`config.mk`:
```
export PLATFORM = sky130hd
export DESIGN_NAME = health_bar_renderer_flat
export DESIGN_NICKNAME = d
export VERILOG_FILES = /design/src/rtl/health_bar_renderer_pkg.sv /design/src/rtl/health_bar_renderer_if.sv /design/src/rtl/health_bar_renderer_tracker.sv /design/src/rtl/health_bar_renderer.sv /design/src/flat_wrapper.sv
export SDC_FILE = /design/constraint.sdc
export NUM_CORES = 1
export LEC_CHECK = 0
export ABC_CLOCK_PERIOD_IN_PS = 3300
export CORE_MARGIN = 2
export CORE_UTILIZATION = 57
export CTS_CLUSTER_DIAMETER = 40
export CTS_CLUSTER_SIZE = 30
export DETAILED_ROUTE_END_ITERATION = 12
export PLACE_DENSITY = 0.85
export SYNTH_ARGS = -nofsm -noshare
export SYNTH_HDL_FRONTEND = slang
export SYNTH_SLANG_ARGS = --single-unit
```
`constraint.sdc`:
```
create_clock -name clk_in -period 3.3 [get_ports clk_in]
set_input_delay 0.66 -clock clk_in [delete_from_list [all_inputs] [get_ports clk_in]]
set_output_delay 0.66 -clock clk_in [all_outputs]
set_load 0.02 [all_outputs]
```
`src/rtl/health_bar_renderer_pkg.sv`:
```
// fence_display_pkg: shared display constants and types for the health-bar
// sprite path.
//   - colour constants used by the bar renderer
//   - raster counter widths and screen extent
//   - hb_state_t: per-player health FSM state
package fence_display_pkg;

    localparam logic [23:0] WHITE      = 24'hFFFFFF;
    localparam logic [23:0] DRAIN_RED  = 24'hC00000;
    localparam logic [23:0] BAR_BG     = 24'h202020;
    localparam logic [23:0] FILL_GREEN = 24'h00C000;

    localparam int HCOUNT_W = 11;
    localparam int VCOUNT_W = 10;
    localparam int SCREEN_W = 1280;
    localparam int SCREEN_H = 720;
    localparam int HEALTH_W = 7;

    typedef enum logic [1:0] {
        ALIVE = 2'd0,
        HIT   = 2'd1,
        DEAD  = 2'd2
    } hb_state_t;

endpackage

```
`src/rtl/health_bar_renderer_if.sv`:
```
// health_bar_if: raster position, game events and bar outputs for one
// health-bar instance.
//   hcount_in/vcount_in   raster position
//   new_frame_in          pulse at start of vertical blank
//   game_reset_in         synchronous restart to full health
//   damage_valid_in/damage_amount_in  damage strobe and points
//   health_out/dead_out/pixel_out     bar state and 24-bit pixel (0 = transparent)
// master drives the raster/events, slave is the renderer.
interface health_bar_if;
    import fence_display_pkg::*;

    logic [HCOUNT_W-1:0] hcount_in;
    logic [VCOUNT_W-1:0] vcount_in;
    logic                new_frame_in;
    logic                game_reset_in;
    logic                damage_valid_in;
    logic [HEALTH_W-1:0] damage_amount_in;
    logic [HEALTH_W-1:0] health_out;
    logic                dead_out;
    logic [23:0]         pixel_out;

    modport master (
        output hcount_in, vcount_in, new_frame_in, game_reset_in,
               damage_valid_in, damage_amount_in,
        input  health_out, dead_out, pixel_out
    );

    modport slave (
        input  hcount_in, vcount_in, new_frame_in, game_reset_in,
               damage_valid_in, damage_amount_in,
        output health_out, dead_out, pixel_out
    );

endinterface

```
`src/rtl/health_bar_renderer_tracker.sv`:
```
// health_tracker: authoritative health, trailing ghost value, hit-flash timer
// and ALIVE/HIT/DEAD state for one player.
//   clk, rst_n       clock, async active-low reset
//   new_frame        frame tick (ghost drain, flash countdown)
//   game_reset       synchronous restart, wins over damage
//   damage_valid/damage_amount  damage strobe
//   health, ghost    current and trailing health
//   flash_on         fill should be drawn white this frame
//   dead             health has reached zero
module health_tracker
    import fence_display_pkg::*;
#(
    parameter int MAX_HEALTH   = 100,
    parameter int FLASH_FRAMES = 24
) (
    input  logic                clk,
    input  logic                rst_n,
    input  logic                new_frame,
    input  logic                game_reset,
    input  logic                damage_valid,
    input  logic [HEALTH_W-1:0] damage_amount,
    output logic [HEALTH_W-1:0] health,
    output logic [HEALTH_W-1:0] ghost,
    output logic                flash_on,
    output logic                dead
);

    // At least 3 bits so the blink bit [2] always exists.
    localparam int FW = ($clog2(FLASH_FRAMES + 1) < 3) ? 3 : $clog2(FLASH_FRAMES + 1);
    localparam logic [HEALTH_W-1:0] MAX_H   = HEALTH_W'(MAX_HEALTH);
    localparam logic [FW-1:0]       FLASH_N = FW'(FLASH_FRAMES);

    hb_state_t           state;
    logic [FW-1:0]       flash_cnt;
    logic [HEALTH_W-1:0] dmg_res;

    // Saturating subtract: never wraps below zero.
    assign dmg_res = (damage_amount >= health) ? '0 : health - damage_amount;

    always_ff @(posedge clk or negedge rst_n) begin
        if (!rst_n) begin
            health    <= MAX_H;
            ghost     <= MAX_H;
            flash_cnt <= '0;
            state     <= ALIVE;
        end else if (game_reset) begin
            health    <= MAX_H;
            ghost     <= MAX_H;
            flash_cnt <= '0;
            state     <= ALIVE;
        end else begin
            // Ghost compares against pre-damage health, so a same-cycle hit
            // never pulls it down; it only drains one point per frame.
            if (new_frame)
                ghost <= (ghost > health) ? ghost - 1'b1 : health;

            case (state)
                ALIVE, HIT: begin
                    if (damage_valid) begin
                        health <= dmg_res;
                        if (dmg_res == '0) begin
                            state     <= DEAD;
                            flash_cnt <= '0;
                        end else begin
                            state     <= HIT;
                            flash_cnt <= FLASH_N;
                        end
                    end else if (state == HIT && new_frame) begin
                        if (flash_cnt <= FW'(1)) begin
                            flash_cnt <= '0;
                            state     <= ALIVE;
                        end else begin
                            flash_cnt <= flash_cnt - 1'b1;
                        end
                    end
                end
                DEAD:    flash_cnt <= '0;
                default: state <= ALIVE;
            endcase
        end
    end

    // Bit 2 of the countdown gives a 4-on/4-off blink.
    assign flash_on = (state == HIT) && flash_cnt[2];
    assign dead     = (state == DEAD);

endmodule

```
`src/rtl/health_bar_renderer.sv`:
```
// health_bar_renderer: per-player health-bar sprite. Tracks health via
// health_tracker and renders a bordered bar with fill, ghost drain and hit
// flash through a fixed 2-cycle pixel pipeline.
//   clk_in, rst_n_in  pixel clock, async active-low reset
//   bus (slave)       raster position, game events, health/dead/pixel outputs
module health_bar_renderer
    import fence_display_pkg::*;
#(
    parameter int          MAX_HEALTH     = 100,
    parameter int          PX_PER_HP_LOG2 = 1,
    parameter int          BAR_X          = 32,
    parameter int          BAR_Y          = 24,
    parameter int          BAR_H          = 16,
    parameter int          FLASH_FRAMES   = 24,
    parameter logic [23:0] FILL_COLOR     = 24'h00C000
) (
    input  logic        clk_in,
    input  logic        rst_n_in,
    health_bar_if.slave bus
);

    localparam int BAR_W = MAX_HEALTH << PX_PER_HP_LOG2;

    // Interior spans [X_LO, X_HI) x [Y_LO, Y_HI); the border ring sits one
    // pixel outside on every side.
    localparam logic [HCOUNT_W-1:0] X_LO = HCOUNT_W'(BAR_X);
    localparam logic [HCOUNT_W-1:0] X_HI = HCOUNT_W'(BAR_X + BAR_W);
    localparam logic [VCOUNT_W-1:0] Y_LO = VCOUNT_W'(BAR_Y);
    localparam logic [VCOUNT_W-1:0] Y_HI = VCOUNT_W'(BAR_Y + BAR_H);

    logic [HEALTH_W-1:0] health;
    logic [HEALTH_W-1:0] ghost;
    logic                flash_on;
    logic                dead;

    health_tracker #(
        .MAX_HEALTH   (MAX_HEALTH),
        .FLASH_FRAMES (FLASH_FRAMES)
    ) u_tracker (
        .clk           (clk_in),
        .rst_n         (rst_n_in),
        .new_frame     (bus.new_frame_in),
        .game_reset    (bus.game_reset_in),
        .damage_valid  (bus.damage_valid_in),
        .damage_amount (bus.damage_amount_in),
        .health        (health),
        .ghost         (ghost),
        .flash_on      (flash_on),
        .dead          (dead)
    );

    // Stage 1 decode.
    logic                h_in, v_in, h_ring, v_ring;
    logic [HCOUNT_W-1:0] h_plus1;
    logic [VCOUNT_W-1:0] v_plus1;

    // +1 form keeps the left/top ring test free of underflow.
    assign h_plus1 = bus.hcount_in + 1'b1;
    assign v_plus1 = bus.vcount_in + 1'b1;
    assign h_in    = (bus.hcount_in >= X_LO) && (bus.hcount_in < X_HI);
    assign v_in    = (bus.vcount_in >= Y_LO) && (bus.vcount_in < Y_HI);
    assign h_ring  = (h_plus1 >= X_LO) && (bus.hcount_in <= X_HI);
    assign v_ring  = (v_plus1 >= Y_LO) && (bus.vcount_in <= Y_HI);

    logic [HCOUNT_W-1:0] s1_hcount;
    logic                s1_in_bar_x, s1_in_bar_y, s1_border, s1_flash;
    logic [HCOUNT_W-1:0] s1_fill_edge, s1_ghost_edge;
    logic [23:0]         pixel;

    always_ff @(posedge clk_in or negedge rst_n_in) begin
        if (!rst_n_in) begin
            s1_hcount     <= '0;
            s1_in_bar_x   <= 1'b0;
            s1_in_bar_y   <= 1'b0;
            s1_border     <= 1'b0;
            s1_flash      <= 1'b0;
            s1_fill_edge  <= '0;
            s1_ghost_edge <= '0;
        end else begin
            s1_hcount     <= bus.hcount_in;
            s1_in_bar_x   <= h_in;
            s1_in_bar_y   <= v_in;
            s1_border     <= h_ring && v_ring && !(h_in && v_in);
            s1_flash      <= flash_on;
            s1_fill_edge  <= X_LO + (HCOUNT_W'(health) << PX_PER_HP_LOG2);
            s1_ghost_edge <= X_LO + (HCOUNT_W'(ghost) << PX_PER_HP_LOG2);
        end
    end

    // Stage 2: colour select.
    always_ff @(posedge clk_in or negedge rst_n_in) begin
        if (!rst_n_in) begin
            pixel <= '0;
        end else if (s1_border) begin
            pixel <= WHITE;
        end else if (s1_in_bar_x && s1_in_bar_y) begin
            if (s1_hcount < s1_fill_edge)
                pixel <= s1_flash ? WHITE : FILL_COLOR;
            else if (s1_hcount < s1_ghost_edge)
                pixel <= DRAIN_RED;
            else
                pixel <= BAR_BG;
        end else begin
            pixel <= '0;
        end
    end

    assign bus.pixel_out  = pixel;
    assign bus.health_out = health;
    assign bus.dead_out   = dead;

endmodule

```
`src/flat_wrapper.sv`:
```
// flat-port wrapper written by rule: the top's interface ports become plain ports
module health_bar_renderer_flat import fence_display_pkg::*;
#(
    parameter int          MAX_HEALTH     = 100,
    parameter int          PX_PER_HP_LOG2 = 1,
    parameter int          BAR_X          = 32,
    parameter int          BAR_Y          = 24,
    parameter int          BAR_H          = 16,
    parameter int          FLASH_FRAMES   = 24,
    parameter logic [23:0] FILL_COLOR     = 24'h00C000
)
  (clk_in, rst_n_in, bus_hcount_in, bus_vcount_in, bus_new_frame_in, bus_game_reset_in, bus_damage_valid_in, bus_damage_amount_in, bus_health_out, bus_dead_out, bus_pixel_out);
  health_bar_if bus_i ();
  input  logic clk_in;
  input  logic rst_n_in;
  input wire logic [$bits(bus_i.hcount_in)-1:0] bus_hcount_in;
  input wire logic [$bits(bus_i.vcount_in)-1:0] bus_vcount_in;
  input wire logic [$bits(bus_i.new_frame_in)-1:0] bus_new_frame_in;
  input wire logic [$bits(bus_i.game_reset_in)-1:0] bus_game_reset_in;
  input wire logic [$bits(bus_i.damage_valid_in)-1:0] bus_damage_valid_in;
  input wire logic [$bits(bus_i.damage_amount_in)-1:0] bus_damage_amount_in;
  output wire logic [$bits(bus_i.health_out)-1:0] bus_health_out;
  output wire logic [$bits(bus_i.dead_out)-1:0] bus_dead_out;
  output wire logic [$bits(bus_i.pixel_out)-1:0] bus_pixel_out;
  assign bus_i.hcount_in = bus_hcount_in;
  assign bus_i.vcount_in = bus_vcount_in;
  assign bus_i.new_frame_in = bus_new_frame_in;
  assign bus_i.game_reset_in = bus_game_reset_in;
  assign bus_i.damage_valid_in = bus_damage_valid_in;
  assign bus_i.damage_amount_in = bus_damage_amount_in;
  assign bus_health_out = bus_i.health_out;
  assign bus_dead_out = bus_i.dead_out;
  assign bus_pixel_out = bus_i.pixel_out;
  health_bar_renderer #(.MAX_HEALTH(MAX_HEALTH), .PX_PER_HP_LOG2(PX_PER_HP_LOG2), .BAR_X(BAR_X), .BAR_Y(BAR_Y), .BAR_H(BAR_H), .FLASH_FRAMES(FLASH_FRAMES), .FILL_COLOR(FILL_COLOR)) u_core (.clk_in(clk_in), .rst_n_in(rst_n_in), .bus(bus_i));
endmodule
```
==> flow_summary.json <==
{
  "pwr-share-clk_pct": 19.6,
  "wl_met2_mm": 3.46,
  "reg2reg_to": "u_core.u_tracker.flash_cnt[3]",
  "period_needed_ps": 2660,
  "swShare_pct": 35.6,
  "peakVddDrop_uv": 335,
  "hold_viol_final": 0,
  "top_layer": "met4",
  "wl_per_cell_um": 14.4,
  "via_per_inst": 5.78,
  "crit_type": "input port to flop",
  "synth-edff-count": 0,
  "async_flop_share_pct": 100,
  "drive_above_1_share_pct": 6.40,
  "end_kind": "flop",
  "vias": 2779,
  "timing.critical_path.cells": "clkdlybuf4s50_1 -> ha_1 -> fa_1 -> nand2b_1 -> a21o_1 -> a211oi_1 -> nand4b_1 -> nand3_1 -> o221ai_1",
  "drt-initial-drc-count": 106,
  "route.met3.wl_um": 308,
  "synth_warnings": 0,
  "slowest_stage": "clkdlybuf4s50_1",
  "p_per_area_nw_per_um2": 508,
  "grt_overflow": 0,
  "post-route-period-util_pct": 80.7,
  "cp.depth": 9,
  "worst_ep_required_time_ps": 3480,
  "nets": 475,
  "cts_root_buf": "clkbuf_8",
  "rsz0062_at_grt": "no",
  "hp-class": "input port to async pin",
  "drc": 0,
  "die_y_um": 81.2,
  "regArea_um2": 1380,
  "grt_max_degree": 30,
  "worstPathBufferInverterCount": 1,
  "wl_met1_mm": 3.00,
  "cts_tree": "built",
  "clk_latency_ps": 320,
  "ys_seq_elements": 55,
  "hpwlAfterDp_mm": 5.38,
  "utilization_pct": 69.8,
  "setup_slack_ps": 635,
  "post-cts-setup-buffers": 0,
  "drv_slew": 0,
  "status": "finished, final reports clean",
  "synth_fp_nets": 426,
  "finClkSkew_ps": 10.4,
  "die_area_um2": 6590,
  "total_power_uw": 2070,
  "htree_num_levels": 2,
  "post_cts_resized": 0,
  "worstPathMaxFanout": 3,
  "critPathCapture": "u_core.u_tracker.flash_cnt[3]",
  "finalSetupViolations": 0,
  "crit_family": "adder cells",
  "drt-total-wl_mm": 6.94,
  "cp_slowest_stage_delay_ps": 430,
  "relSlewSlack_pct": 60.0,
  "drv_cap": 0,
  "numPortBuffers": 64,
  "reg2reg_setup_slack_ps": 860,
  "clkTransAtPathRegs_ps": 100,
  "synth.distinct_cells": 58,
  "critPathLaunchType": "input port",
  "diodes": 0,
  "numClockSinks": 55,
  "grt_pass1_vias": 2601,
  "p_int_uw": 1330,
  "dr.pass1.iters": 5,
  "std_cell_rows": 28,
  "fillers": 436,
  "reg2regPathDepth": 9,
  "multi_input_area_um2": 1680,
  "coreArea_um2": 5850,
  "syn_area_um2": 3390,
  "start_util_pct": 58.0,
  "grt_usage_pct": 22.4,
  "cts_buffer_depth": 2,
  "fin_setup_tns_ps": 0,
  "tightest_slew_ps": 600,
  "netSwitchingPower_uw": 739,
  "io-pin-count": 65,
  "antenna_found_initial": 0,
  "drtAntennaViolNets": 0,
  "p_seq_share_pct": 41.9,
  "cp-startpoint": "bus_damage_amount_in[0]",
  "cts_buffers": 5,
  "cts_hold_buffers": 0,
  "synthCells": 356,
  "p_comb_share_pct": 38.4,
  "die_width_um": 81.2,
  "finalWeightedCongestion": 0.850,
  "fmax_mhz": 375,
  "syn_to_final_growth_pct": 20.4,
  "crit-reg2reg-launch": "u_core.u_tracker.health[0]",
  "avgSynthCellArea_um2": 9.53,
  "pre_cts_ws_ps": 307,
  "p_leak_uw": 0.00185,
  "grt_pass1_wl_mm": 11.5,
  "yosysSeqAreaShare_pct": 40.8,
  "ys_dominant_reg_cell": "dfrtp_1",
  "crit_arrival_ps": 2840
}
[sequential cells by signal, summed over array words and instances, names as in the netlist, 2 cells and up]
| signal | count |
|---|---|
| u_core.s1_hcount | 10 |
| u_core.u_tracker.flash_cnt | 5 |
| u_core.u_tracker.health | 7 |
| u_core.u_tracker.ghost | 7 |
| u_core.bus.pixel_out | 4 |
| u_core.s1_ghost_edge | 8 |
| u_core.s1_fill_edge | 8 |
| u_core.u_tracker.state | 2 |
[worst min-delay path by stage]
stage,end,slack (ps)
global route,u_core.s1_hcount[2],400
floorplan,u_core.bus.pixel_out[15],360
global placement,u_core.s1_ghost_edge[1],410
CTS,u_core.s1_hcount[7],360
detailed placement,u_core.s1_ghost_edge[1],420
finish,u_core.s1_hcount[7],340
[cell usage in the layout (no fill, tap or decap), types with 5 or more instances in the layout]
master and instances:
a21o_1 8, a21oi_1 17, clkbuf_8 7, clkdlybuf4s50_1 63, dfrtp_1 49, dfstp_2 6
ha_1 36, inv_1 41, nand2_1 14, nand2b_1 7, nand3_1 15, nor2_1 20
nor3_1 8, nor4_1 5, o21ai_0 22, or3_1 6
[cell usage after synthesis, drive strengths merged, types with 4 or more instances]
cell / n / area [µm²]
xor2: 4 / 35.0
clkbuf: 6 / 22.5
a21oi: 17 / 85.1
ha: 36 / 450
nor3: 8 / 40.0
buf: 20 / 150
nand3: 15 / 75.1
a21o: 8 / 60.1
dfrtp: 49 / 1230
inv: 41 / 154
nor2: 20 / 75.1
nor4: 5 / 31.3
o21ai: 22 / 110
nand2: 14 / 52.6
nand2b: 7 / 43.8
a22oi: 4 / 30.0
or3: 6 / 37.5
nor2b: 4 / 25.0
dfstp: 6 / 158
[cells by family after synthesis]
logic type      share of synthesized area, %
simple gates                            16.5
compound gates                          17.5
buf+inv                                 9.73
flops                                   40.8
fa+ha+maj                               13.9
xor+xnor                                1.29
mux                                    0.295
[worst reg2reg max path, stage by stage, from the launching register on]
cell and delay, ps:
dfrtp_1 450, inv_1 90, ha_1 210, fa_1 400, nand2b_1 200, a21o_1 170
a211oi_1 290, nand4b_1 190, nand3_1 170, o221ai_1 140
[metal layers]
layer  up-vias  global-route usage, %
li1       1354                      -
met1      1311                   27.6
met2        92                   38.6
met3        22                   4.78
met4         0                   8.64
met5         -                      0
[final cells by class]
cell class | instances | share of cell area (%)
Inverter | 42 | 3.86
Timing Repair Buffer | 68 | 16.3
Clock inverter | 1 | 0.184
Multi-Input combinational cell | 233 | 41.1
Clock buffer | 7 | 2.36
Sequential cell | 55 | 33.9
Tap cell | 75 | 2.30
[power groups by stage]
stage               registers, µW  clock network [µW]  logic, µW
floorplan                     869                   0        562
finish                        870                 407        797
global route                  884                 438        906
CTS                           868                 414        796
detailed placement            882                   0        790
global placement              878                   0        755
[metrics by stage]
stage / instance area [µm²] / hold slack, ps / cells
detailed placement: 3980 / 417 / 473
CTS: 4080 / 362 / 481
floorplan: 3390 / 364 / 356
global route: 4080 / 401 / 481
finish: 4080 / 344 / 481
global placement: 3980 / 408 / 473
Power figures use the tool's default switching activity.
